**src/rtl/cpu_pkg.sv**
```systemverilog
// Shared definitions for the 9-bit processor and the instruction feeder that drives it.
package cpu_pkg;

    localparam int WORD_W = 9;

    localparam logic [2:0] MV       = 3'b000;
    localparam logic [2:0] MVI      = 3'b001;
    localparam logic [2:0] ADD      = 3'b010;
    localparam logic [2:0] SUB      = 3'b011;
    localparam logic [2:0] SPECIALM = 3'b100;
    localparam logic [2:0] HALT     = 3'b111;

    typedef enum logic [1:0] {
        IDLE   = 2'b00,
        ISSUE  = 2'b01,
        EXEC   = 2'b10,
        HALTED = 2'b11
    } feeder_state_e;

    function automatic logic [2:0] opcode_of(input logic [WORD_W-1:0] w);
        return w[WORD_W-1 -: 3];
    endfunction

    function automatic logic is_halt(input logic [WORD_W-1:0] w);
        return (opcode_of(w) == HALT);
    endfunction

    // MVI carries its immediate in the following word, so it is two words long.
    function automatic logic is_mvi(input logic [WORD_W-1:0] w);
        return (opcode_of(w) == MVI);
    endfunction

endpackage

```
**src/rtl/instr_feeder_prog_mem.sv**
```systemverilog
// Program store: DEPTH x 9 register array, synchronous write, combinational read, no reset.
module prog_mem
    import cpu_pkg::*;
#(
    parameter int DEPTH = 32,
    parameter int AW    = 5
) (
    input  logic              clk_i,
    input  logic              we_i,
    input  logic [AW-1:0]     waddr_i,
    input  logic [WORD_W-1:0] wdata_i,
    input  logic [AW-1:0]     raddr_i,
    output logic [WORD_W-1:0] rdata_o
);

    localparam logic [AW:0] DEPTH_W = DEPTH[AW:0];

    logic [WORD_W-1:0] mem_q [DEPTH];

    // Addresses past DEPTH (non power-of-two depths) are dropped on write and read as zero.
    always_ff @(posedge clk_i) begin
        if (we_i && ({1'b0, waddr_i} < DEPTH_W)) begin
            mem_q[waddr_i] <= wdata_i;
        end
    end

    // Combinational read port.
    always_comb begin
        rdata_o = {WORD_W{1'b0}};
        if ({1'b0, raddr_i} < DEPTH_W) begin
            rdata_o = mem_q[raddr_i];
        end else begin
            rdata_o = {WORD_W{1'b0}};
        end
    end

endmodule

```
**src/rtl/instr_feeder.sv**
```systemverilog
// Program sequencer feeding the 9-bit processor one instruction at a time over Run/DIN/Done,
// stopping on HALT, end of memory, or a Done timeout.
module instr_feeder
    import cpu_pkg::*;
#(
    parameter int DEPTH   = 32,
    parameter int AW      = 5,
    parameter int TIMEOUT = 15
) (
    input  logic              Clock,
    input  logic              Resetn,
    input  logic              prog_we,
    input  logic [AW-1:0]     prog_addr,
    input  logic [WORD_W-1:0] prog_data,
    input  logic              Start,
    input  logic              Abort,
    input  logic              Done,
    output logic [WORD_W-1:0] DIN,
    output logic              Run,
    output logic [AW-1:0]     PC,
    output logic              Busy,
    output logic              Halted,
    output logic              Error,
    output logic [15:0]       InstrCount
);

    localparam int              TW        = $clog2(TIMEOUT + 1);
    localparam int              LAST_I    = DEPTH - 1;
    localparam logic [AW:0]     DEPTH_W   = DEPTH[AW:0];
    localparam logic [AW-1:0]   LAST_ADDR = LAST_I[AW-1:0];
    localparam logic [AW-1:0]   ONE_A     = {{(AW-1){1'b0}}, 1'b1};
    localparam logic [TW-1:0]   TMO_LIMIT = TIMEOUT[TW-1:0];
    localparam logic [TW-1:0]   TMO_ONE   = {{(TW-1){1'b0}}, 1'b1};
    localparam logic [WORD_W-1:0] ZERO_W  = {WORD_W{1'b0}};

    feeder_state_e     state_q, state_d;
    logic [WORD_W-1:0] din_q, din_d;
    logic              run_q, run_d;
    logic [AW-1:0]     pc_q, pc_d;
    logic              err_q, err_d;
    logic [15:0]       cnt_q, cnt_d;
    logic [TW-1:0]     tmo_q, tmo_d;
    logic              mvi_q, mvi_d;
    logic              busy_q, halted_q;

    logic              mem_we_s;
    logic [AW-1:0]     rd_addr_s;
    logic [WORD_W-1:0] rd_word_s;
    logic [AW:0]       npc_s;
    logic [15:0]       cnt_inc_s;
    logic [TW-1:0]     tmo_inc_s;

    // An MVI in the last slot has no room for its immediate and must not be issued.
    function automatic logic mvi_at_end(input logic [AW-1:0] addr, input logic [WORD_W-1:0] w);
        return is_mvi(w) && (addr == LAST_ADDR);
    endfunction

    assign mem_we_s  = prog_we && ((state_q == IDLE) || (state_q == HALTED));
    assign npc_s     = {1'b0, pc_q} + (mvi_q ? {{(AW-1){1'b0}}, 2'b10} : {{AW{1'b0}}, 1'b1});
    assign cnt_inc_s = (cnt_q == 16'hFFFF) ? cnt_q : (cnt_q + 16'd1);
    assign tmo_inc_s = tmo_q + TMO_ONE;

    prog_mem #(
        .DEPTH (DEPTH),
        .AW    (AW)
    ) u_prog_mem (
        .clk_i   (Clock),
        .we_i    (mem_we_s),
        .waddr_i (prog_addr),
        .wdata_i (prog_data),
        .raddr_i (rd_addr_s),
        .rdata_o (rd_word_s)
    );

    // Single read port: word 0 when starting, the immediate during ISSUE, the next PC during EXEC.
    always_comb begin
        rd_addr_s = {AW{1'b0}};
        case (state_q)
            ISSUE:   rd_addr_s = pc_q + ONE_A;
            EXEC:    rd_addr_s = npc_s[AW-1:0];
            default: rd_addr_s = {AW{1'b0}};
        endcase
    end

    // Next-state and next-output logic; Abort overrides everything.
    always_comb begin
        state_d = state_q;
        din_d   = din_q;
        run_d   = 1'b0;
        pc_d    = pc_q;
        err_d   = err_q;
        cnt_d   = cnt_q;
        tmo_d   = tmo_q;
        mvi_d   = mvi_q;
        if (Abort) begin
            state_d = IDLE;
            din_d   = ZERO_W;
            tmo_d   = {TW{1'b0}};
        end else begin
            case (state_q)
                IDLE, HALTED: begin
                    din_d = ZERO_W;
                    tmo_d = {TW{1'b0}};
                    if (Start) begin
                        pc_d  = {AW{1'b0}};
                        err_d = 1'b0;
                        cnt_d = 16'd0;
                        if (is_halt(rd_word_s)) begin
                            state_d = HALTED;
                        end else if (mvi_at_end({AW{1'b0}}, rd_word_s)) begin
                            err_d   = 1'b1;
                            state_d = HALTED;
                        end else begin
                            state_d = ISSUE;
                            run_d   = 1'b1;
                            din_d   = rd_word_s;
                            mvi_d   = is_mvi(rd_word_s);
                        end
                    end else begin
                        state_d = state_q;
                    end
                end
                ISSUE: begin
                    state_d = EXEC;
                    tmo_d   = {TW{1'b0}};
                    if (mvi_q) begin
                        din_d = rd_word_s;
                    end else begin
                        din_d = ZERO_W;
                    end
                end
                EXEC: begin
                    if (Done) begin
                        cnt_d = cnt_inc_s;
                        tmo_d = {TW{1'b0}};
                        if (npc_s >= DEPTH_W) begin
                            state_d = HALTED;
                            pc_d    = LAST_ADDR;
                            din_d   = ZERO_W;
                        end else if (is_halt(rd_word_s)) begin
                            state_d = HALTED;
                            pc_d    = npc_s[AW-1:0];
                            din_d   = ZERO_W;
                        end else if (mvi_at_end(npc_s[AW-1:0], rd_word_s)) begin
                            state_d = HALTED;
                            pc_d    = npc_s[AW-1:0];
                            err_d   = 1'b1;
                            din_d   = ZERO_W;
                        end else begin
                            state_d = ISSUE;
                            pc_d    = npc_s[AW-1:0];
                            run_d   = 1'b1;
                            din_d   = rd_word_s;
                            mvi_d   = is_mvi(rd_word_s);
                        end
                    end else if (tmo_inc_s == TMO_LIMIT) begin
                        state_d = HALTED;
                        err_d   = 1'b1;
                        din_d   = ZERO_W;
                        tmo_d   = {TW{1'b0}};
                    end else begin
                        tmo_d = tmo_inc_s;
                    end
                end
                default: begin
                    state_d = IDLE;
                    din_d   = ZERO_W;
                end
            endcase
        end
    end

    // State and output registers.
    always_ff @(posedge Clock or negedge Resetn) begin
        if (!Resetn) begin
            state_q  <= IDLE;
            din_q    <= ZERO_W;
            run_q    <= 1'b0;
            pc_q     <= {AW{1'b0}};
            err_q    <= 1'b0;
            cnt_q    <= 16'd0;
            tmo_q    <= {TW{1'b0}};
            mvi_q    <= 1'b0;
            busy_q   <= 1'b0;
            halted_q <= 1'b0;
        end else begin
            state_q  <= state_d;
            din_q    <= din_d;
            run_q    <= run_d;
            pc_q     <= pc_d;
            err_q    <= err_d;
            cnt_q    <= cnt_d;
            tmo_q    <= tmo_d;
            mvi_q    <= mvi_d;
            busy_q   <= (state_d == ISSUE) || (state_d == EXEC);
            halted_q <= (state_d == HALTED);
        end
    end

    assign DIN        = din_q;
    assign Run        = run_q;
    assign PC         = pc_q;
    assign Busy       = busy_q;
    assign Halted     = halted_q;
    assign Error      = err_q;
    assign InstrCount = cnt_q;

endmodule

```
**config.mk**
```make
export PLATFORM = sky130hd
export DESIGN_NAME = instr_feeder
export DESIGN_NICKNAME = d
export VERILOG_FILES = /design/src/rtl/cpu_pkg.sv /design/src/rtl/instr_feeder_prog_mem.sv /design/src/rtl/instr_feeder.sv
export SDC_FILE = /design/constraint.sdc
export NUM_CORES = 1
export LEC_CHECK = 0
export CAP_MARGIN = 25
export CORE_MARGIN = 4
export CORE_UTILIZATION = 61
export DETAILED_ROUTE_END_ITERATION = 7
export HOLD_SLACK_MARGIN = 0.08
export PLACE_DENSITY = 0.8
export SETUP_SLACK_MARGIN = 0.4
export SLEW_MARGIN = 10
export SYNTH_ARGS = -nofsm -noshare
export SYNTH_HDL_FRONTEND = slang
export SYNTH_SLANG_ARGS = --single-unit
```
**constraint.sdc**
```tcl
create_clock -name Clock -period 4.88 [get_ports Clock]
set_input_delay 0.488 -clock Clock [delete_from_list [all_inputs] [get_ports Clock]]
set_output_delay 0.488 -clock Clock [all_outputs]
set_load 0.01 [all_outputs]
```
Yosys cells after proc, flatten, opt, wreduce, memory -nomap -nowiden
Memories as Yosys holds them, arrays and structs flattened.
Cells that the tools add are included.
{"block": "totals", "register_bits": 41, "ramBits": 288, "input_bits": 20, "out_inout_bits": 34, "elab_cells": 109, "mem_count": 1}
{"name": "u_prog_mem.mem_q", "depth": 32, "width": 9, "rd": 1, "rd_ports_with_merged_regs": 0, "wr": 1, "line": "instr_feeder_prog_mem.sv:18", "rtl": "logic [WORD_W-1:0] mem_q [DEPTH];"}
{"block": "op_classes", "addsub": 4, "order_cmp": 1, "n_eq_ne": 23, "mux": 57, "bitwise_logic": 1, "reduce_logical": 12}
{"operator": "$mux 9", "count": 9}
{"operator": "$mux 16", "count": 3}
{"operator": "$pmux 16 s2", "count": 1}
{"operator": "$pmux 9 s3", "count": 1}
{"operator": "$mux 1", "count": 21}
{"operator": "$pmux 5 s2", "count": 2}
{"operator": "$mux 2", "count": 9}
{"operator": "$add 16x1->16 const B", "count": 1}
{"operator": "$eq 16x16->1 const B", "count": 1}
{"operator": "$mux 5", "count": 3}
{"operator": "$ne 2x2->1 const B", "count": 7}
{"operator": "$mux 4", "count": 3}
{"operator": "$ne 3x3->1 const B", "count": 4}
{"operator": "$eq 2x2->1 const B", "count": 4}
{"operator": "$pmux 4 s2", "count": 1}
{"operator": "$reduce_and 8->1", "count": 1}
{"operator": "$reduce_and 7->1", "count": 1}
{"operator": "$add 5x2->6", "count": 1}
{"operator": "$ge 6x6->1 const B", "count": 1}
{"operator": "$pmux 1 s2", "count": 3}
{"operator": "$pmux 2 s3", "count": 1}
{"operator": "$add 5x1->5 const B", "count": 1}
{"operator": "$eq 5x5->1 const B", "count": 1}
{"operator": "$reduce_and 5->1", "count": 1}
{"operator": "14 further kinds", "count": 17}

Logic depth before layout (Yosys ltp)
An unclocked memory read counts as a cell.
{"block": "depth", "ltp_word": 14, "mapped_depth": 16, "depth_no_buf": 14}

Hierarchy
Synthesis repeated with hierarchy kept, for this count alone.
{"block": "unflattened", "hier_cells": 723, "hier_area_um2": 13568.0}
{"mod": "prog_mem", "n_inst": 1, "cells_each": 454, "area_per_inst_um2": 11101.9, "seq_area_each_um2": 8648.3}
{"mod": "instr_feeder", "n_inst": 1, "cells_each": 269, "area_per_inst_um2": 2466.1, "seq_area_each_um2": 1026.0}

Worst setup path before layout
Ideal clock, no wire load.
{"block": "synth_timing", "kind": "reg-to-reg", "start": "register pc_q[0] (netlist: PC[0])", "end": "register busy_q (netlist: Busy)", "setup_ns": 0.126, "t_arrival_ns": 3.457, "required_time_ns": 4.754, "path_slack_ns": 1.297, "stages_incl_launch_ff": 14, "n_path_buf": 1, "synth_period_minus_slack_ns": 3.583, "path_cell_list": "dfrtp_1 -> ha_1 -> fa_1 -> and3_1 -> nand3b_1 -> a31oi_2 -> buf_2 -> a41oi_1 -> a32o_1 -> nor4b_1 -> o21a_1 -> o221ai_1 -> a221oi_2 -> ha_1"}
{"block": "synth_via", "elab_chain_len": 13, "elab_cells_between_ends": 20, "classes_between": "2 x add/sub; 1 x order compare; 5 x eq/ne; 9 x mux; 2 x reduce/logical; 1 x memory"}
{"element": "start, declared", "line": "instr_feeder.sv:39", "rtl": "logic [AW-1:0] pc_q, pc_d;"}
{"element": "start signal, assigned", "line": "instr_feeder.sv:179", "rtl": "pc_q <= {AW{1'b0}};"}
{"element": "start signal, assigned", "line": "instr_feeder.sv:190", "rtl": "pc_q <= pc_d;"}
{"element": "$add 5x2->6 / $add 5x1->5 (equally long branches)", "line": "instr_feeder.sv:59, instr_feeder.sv:79"}
{"element": "$pmux 5 s2", "line": "instr_feeder.sv:78", "rtl": "case (state_q)"}
{"element": "$mem_v2 32x9"}
{"element": "$eq 3x1->1", "line": "cpu_pkg.sv:30", "rtl": "return (opcode_of(w) == MVI);"}
{"element": "$logic_and 1x1->1", "line": "instr_feeder.sv:55", "rtl": "return is_mvi(w) && (addr == LAST_ADDR);"}
{"element": "$mux 2", "line": "instr_feeder.sv:144", "rtl": "end else if (mvi_at_end(npc_s[AW-1:0], rd_word_s)) begin"}
{"element": "$mux 2", "line": "instr_feeder.sv:140", "rtl": "end else if (is_halt(rd_word_s)) begin"}
{"element": "$mux 2", "line": "instr_feeder.sv:136", "rtl": "if (npc_s >= DEPTH_W) begin"}
{"element": "$mux 2", "line": "instr_feeder.sv:133", "rtl": "if (Done) begin"}
{"element": "$pmux 2 s3 (*)", "line": "instr_feeder.sv:100", "rtl": "case (state_q)"}
{"element": "$mux 2 (*)", "line": "instr_feeder.sv:95", "rtl": "if (Abort) begin"}
{"element": "via state_d[1]", "line": "instr_feeder.sv:36", "rtl": "feeder_state_e state_q, state_d;"}
{"element": "$eq 2x1->1 / $eq 2x2->1 (equally long branches)", "line": "instr_feeder.sv:195", "rtl": "busy_q <= (state_d == ISSUE) || (state_d == EXEC);"}
{"element": "$logic_or 1x1->1 (*)", "line": "instr_feeder.sv:195"}
{"element": "end signal, assigned", "line": "instr_feeder.sv:195"}
{"element": "end, declared", "line": "instr_feeder.sv:44", "rtl": "logic busy_q, halted_q;"}
Mark *: on every way through the listed nets, which the timed path passes. The rest lies on a longest branch.
A chain may end at the register's enable or synchronous reset.

Worst setup path in the final report
{"block": "layout_timing", "start": "register mvi_q", "end": "register busy_q (netlist: Busy)"}
{"block": "layout_via", "elab_chain_len": 14, "elab_cells_between_ends": 20, "classes_between": "1 x add/sub; 1 x order compare; 5 x eq/ne; 10 x mux; 2 x reduce/logical; 1 x memory"}
{"element": "start, declared", "line": "instr_feeder.sv:43", "rtl": "logic mvi_q, mvi_d;"}
{"element": "start signal, assigned", "line": "instr_feeder.sv:194", "rtl": "mvi_q <= mvi_d;"}
{"element": "$mux 2 (*)", "line": "instr_feeder.sv:59", "rtl": "assign npc_s = {1'b0, pc_q} + (mvi_q ? {{(AW-1){1'b0}}, 2'b10} : {{AW{1'b0}}, 1'b1});"}
{"element": "$add 5x2->6 (*)", "line": "instr_feeder.sv:59"}
{"element": "$pmux 5 s2", "line": "instr_feeder.sv:78"}
{"element": "$mem_v2 32x9"}
{"element": "$eq 3x1->1", "line": "cpu_pkg.sv:30"}
{"element": "$logic_and 1x1->1", "line": "instr_feeder.sv:55"}
{"element": "$mux 2", "line": "instr_feeder.sv:144"}
{"element": "$mux 2", "line": "instr_feeder.sv:140"}
{"element": "$mux 2", "line": "instr_feeder.sv:136"}
{"element": "$mux 2", "line": "instr_feeder.sv:133"}
{"element": "$pmux 2 s3 (*)", "line": "instr_feeder.sv:100"}
{"element": "$mux 2 (*)", "line": "instr_feeder.sv:95"}
{"element": "via state_d[1]", "line": "instr_feeder.sv:36"}
{"element": "$eq 2x1->1 / $eq 2x2->1 (equally long branches)", "line": "instr_feeder.sv:195"}
{"element": "$logic_or 1x1->1 (*)", "line": "instr_feeder.sv:195"}
Marked as above.

==> results.py <==
metrics = {
    "run_status": {
        "status": "completed",
    },
    "yosys": {
        "synth_cells": 1040,
        "synthXorXnorAreaFrac_pct": 1.04,
        "synth_most_common_cell": "edfxtp_1",
        "synthArstFlopShare_pct": 12.5,
        "yosys.area_share.simple_pct": 12.8,
        "synth_compound_area_share_pct": 11.6,
        "synth.distinct_cells": 80,
        "synth_top_area_cell": "edfxtp_1",
        "synth_top_cell_area_share_pct": 62.0,
        "yosysWarnings": 0,
        "syn_avg_cell_area_um2": 13.4,
        "synth_fa_ha_area_share_pct": 0.950,
        "synth_common_cells": "288 x edfxtp_1, 181 x nand2_1, 61 x nor2_1, 53 x a221oi_1, 45 x nand3_1",
        "synth_seq_cells": 329,
        "yosysSeqAreaShare_pct": 69.3,
        "synth_nets": 1070,
        "synth_top_family_by_area": "simple AND/OR/NAND/NOR gates",
        "ys_top_cells_by_area": "edfxtp_1 62%, dfrtp_1 7.4%, nand2_1 4.9%, a221oi_1 3.3%, nor2_1 1.6%",
        "synth-edff-count": 288,
        "synth_area_mm2": 0.0140,
        "ys.flop_type": "edfxtp_1",
        "synth_mux_area_share_pct": 1.53,
    },
    "floorplanning": {
        "core_area_mm2": 0.0226,
        "die_y_um": 159,
        "dieArea_mm2": 0.0254,
        "die-width_um": 159,
        "ioPinCount": 54,
        "start_util_pct": 61.8,
        "placementRows": 55,
    },
    "place": {
        "dp_hpwl_um": 20900,
        "portBuffers": 53,
        "place_ws_ns": 0.489,
        "place_congestion": 0.884,
        "place_area_mm2": 0.0148,
    },
    "global_route": {
        "grt_start_max_net_pins": 42,
        "grt_pass1_vias": 8875,
        "grt-ovfl-total": 0,
        "antenna_found_initial": 1,
        "grt_pass1_wl_um": 51200,
        "grt_usage_pct": 25.6,
    },
    "worst_setup_path": {
        "arrival_ns": 4.68,
        "cpPeakStageDelay_ns": 0.47,
        "cp_num_buf_inv": 2,
        "crit_family": "compound AO/OA/AOI/OAI gates",
        "cp_max_fo": 12,
        "r2r_slack_ns": 0.64,
        "r2r_end": "Busy$_DFF_PN0_",
        "worstPathRequired_ns": 5.31,
        "cp.depth": 15,
        "crit_start": "mvi_q$_DFFE_PN0P_",
        "crit_chain": "inv_1 > ha_1 > fa_1 > and3_1 > nand3b_1 > a31oi_4 > buf_4 > nand4_1 > o311a_1 > nand3_2 > a21boi_1 > nand2_1 > mux2_2 > a221oi_2 > ha_1",
        "cp_slowest_cell": "dfrtp_1",
        "crit_type": "reg -> reg",
        "regToRegStartpoint": "mvi_q$_DFFE_PN0P_",
        "critPathLaunchType": "register",
        "cp-endpoint": "Busy$_DFF_PN0_",
        "worst_path_most_repeated_cell": "ha_1",
        "end_kind": "register",
        "reg2regPathDepth": 15,
    },
    "layout": {
        "design_area_mm2": 0.0159,
        "drive_gt1_share_pct": 12.1,
        "syn_to_final_growth_pct": 14.1,
        "final_nets": 1135,
        "final_util_pct": 70.6,
        "n_antenna_cell": 0,
    },
    "timing": {
        "final.setup.worst_slack_ns": 0.637,
        "relSlewSlack_pct": 27.3,
        "finalSetupViolCount": 0,
        "maxClockFrequency_mhz": 236,
        "setup_tns_ns": 0,
        "tightest_slew_ns": 1.06,
        "period_share_pct": 86.9,
        "rsz0062_at_grt": "no",
        "hold_viol_final": 0,
        "fin_skew_ns": 0.0156,
        "min_period_ns": 4.24,
        "fin_hold_ws_ns": 0.286,
        "slew_violations": 0,
    },
    "detailed_routing": {
        "avgViaCountPerCell": 6.60,
        "wl_per_cell_um": 23.4,
        "wl_um": 32900,
        "detail-route-antenna-nets": 0,
        "drtPass1Iterations": 6,
        "drcViolationCount": 0,
        "vias": 9304,
        "drtIter0Drc": 1181,
    },
    "pwr": {
        "power_leakage_nw": 5.40,
        "vdd_ir_drop_max_mv": 0.333,
        "powerDensity_mw_per_mm2": 468,
    },
    "clock_tree": {
        "cts_root_buffer": "clkbuf_16",
        "clk_pin_slew_ns": 0.06,
        "cts_htree_levels": 1,
        "clock_path_buffers": 3,
        "clock_latency_ns": 0.56,
        "cts.sinks": 329,
        "cts_tree": "yes",
        "cts_buffers": 31,
    },
    "flow_run": {
        "max_cap_viol_count": 0,
    },
    "worst_hold_path": {
        "hold_path_class": "in -> async",
    },
}
## cell usage in the layout (no fill, tap or decap), drive strengths merged, types with 9 or more instances in the layout
cell,n
nor2,62
clkinv,9
a311oi,26
nand3,47
buf,43
clkbuf,37
xnor2,11
nor3,30
nand4,9
edfxtp,288
o21ai,38
dfrtp,41
ha,9
inv,15
a221oi,55
or3,9
and3,22
clkdlybuf4s50,52
nand2,182
a21oi,34
## how the worst min path moves through the flow
stage                     depth (start not counted)            endpoint  slack (ns)
after detailed placement                          2  DIN[3]$_DFFE_PN0P_        0.47
after floorplan                                   0      Busy$_DFF_PN0_        0.19
after global routing                              2  DIN[3]$_DFFE_PN0P_        0.28
after CTS                                         2  DIN[3]$_DFFE_PN0P_        0.49
after global placement                            2  DIN[1]$_DFFE_PN0P_        0.46
final                                             2  DIN[3]$_DFFE_PN0P_        0.29
## repair_timing
action,in CTS,in global routing
hold endpoints to repair,8,0
hold buffers,1,0
resized for setup,0,9
setup endpoints to repair,0,4
buffers inserted,0,4
## routing by layer
| metal | track usage [%] | wire [µm] | up-vias |
|---|---|---|---|
| li1 | - | - | 4132 |
| met1 | 36.8 | 12800 | 4523 |
| met2 | 40.4 | 15800 | 584 |
| met3 | 5.10 | 3480 | 63 |
| met4 | 7.81 | 794 | 2 |
| met5 | 0 | 13 | - |
## sequential cells by signal (all words and copies together), names as in the netlist
register,flops
u_prog_mem.mem_q,288
tmo_q,4
Error,1
Busy,1
InstrCount,16
PC,5
Halted,1
state_q,2
Run,1
mvi_q,1
DIN,9
## area by class of cell
| cell class | instances | area, µm² |
|---|---|---|
| multi-input combinational | 632 | 3960 |
| clock buffer | 36 | 795 |
| fill | 1475 | 6640 |
| sequential | 329 | 9670 |
| timing repair buffer | 97 | 923 |
| inverter | 14 | 52.6 |
| clock inverter | 17 | 173 |
| tap | 285 | 357 |
## report_power, final
part | switching (W) | internal [W] | total (W)
Sequential | 0.0000603 | 0.00315 | 0.00321
Combinational | 0.00126 | 0.000673 | 0.00193
Clock | 0.000990 | 0.00132 | 0.00231
Total | 0.00231 | 0.00514 | 0.00745
## worst register-to-register path, delay by kind of cell (launching register included)
| kind | cells | cell delay (ns) |
|---|---|---|
| AO/OA/AOI/OAI | 4 | 1.17 |
| buffers and inverters | 2 | 0.34 |
| AND/OR/NAND/NOR | 5 | 0.89 |
| adder cells (fa/ha/maj) | 3 | 0.95 |
| flip-flops | 1 | 0.47 |
| multiplexers | 1 | 0.31 |
## cell families after synthesis
group                      Yosys count
buffers and inverters               79
DFF                                329
AOI/OAI and AO/OA                  203
adders and majority gates           10
xor gates and xnor gates            14
and+or+nand+nor                    391
muxes                               14
## metrics by stage
step | std cells | power, W
final | 1410 | 0.00745
after global routing | 1410 | 0.00777
after CTS | 1396 | 0.00740
after detailed placement | 1342 | 0.00511
after global placement | 1338 | 0.00506
after floorplan | 1040 | 0.00450
Power figures use the tool's default switching activity.
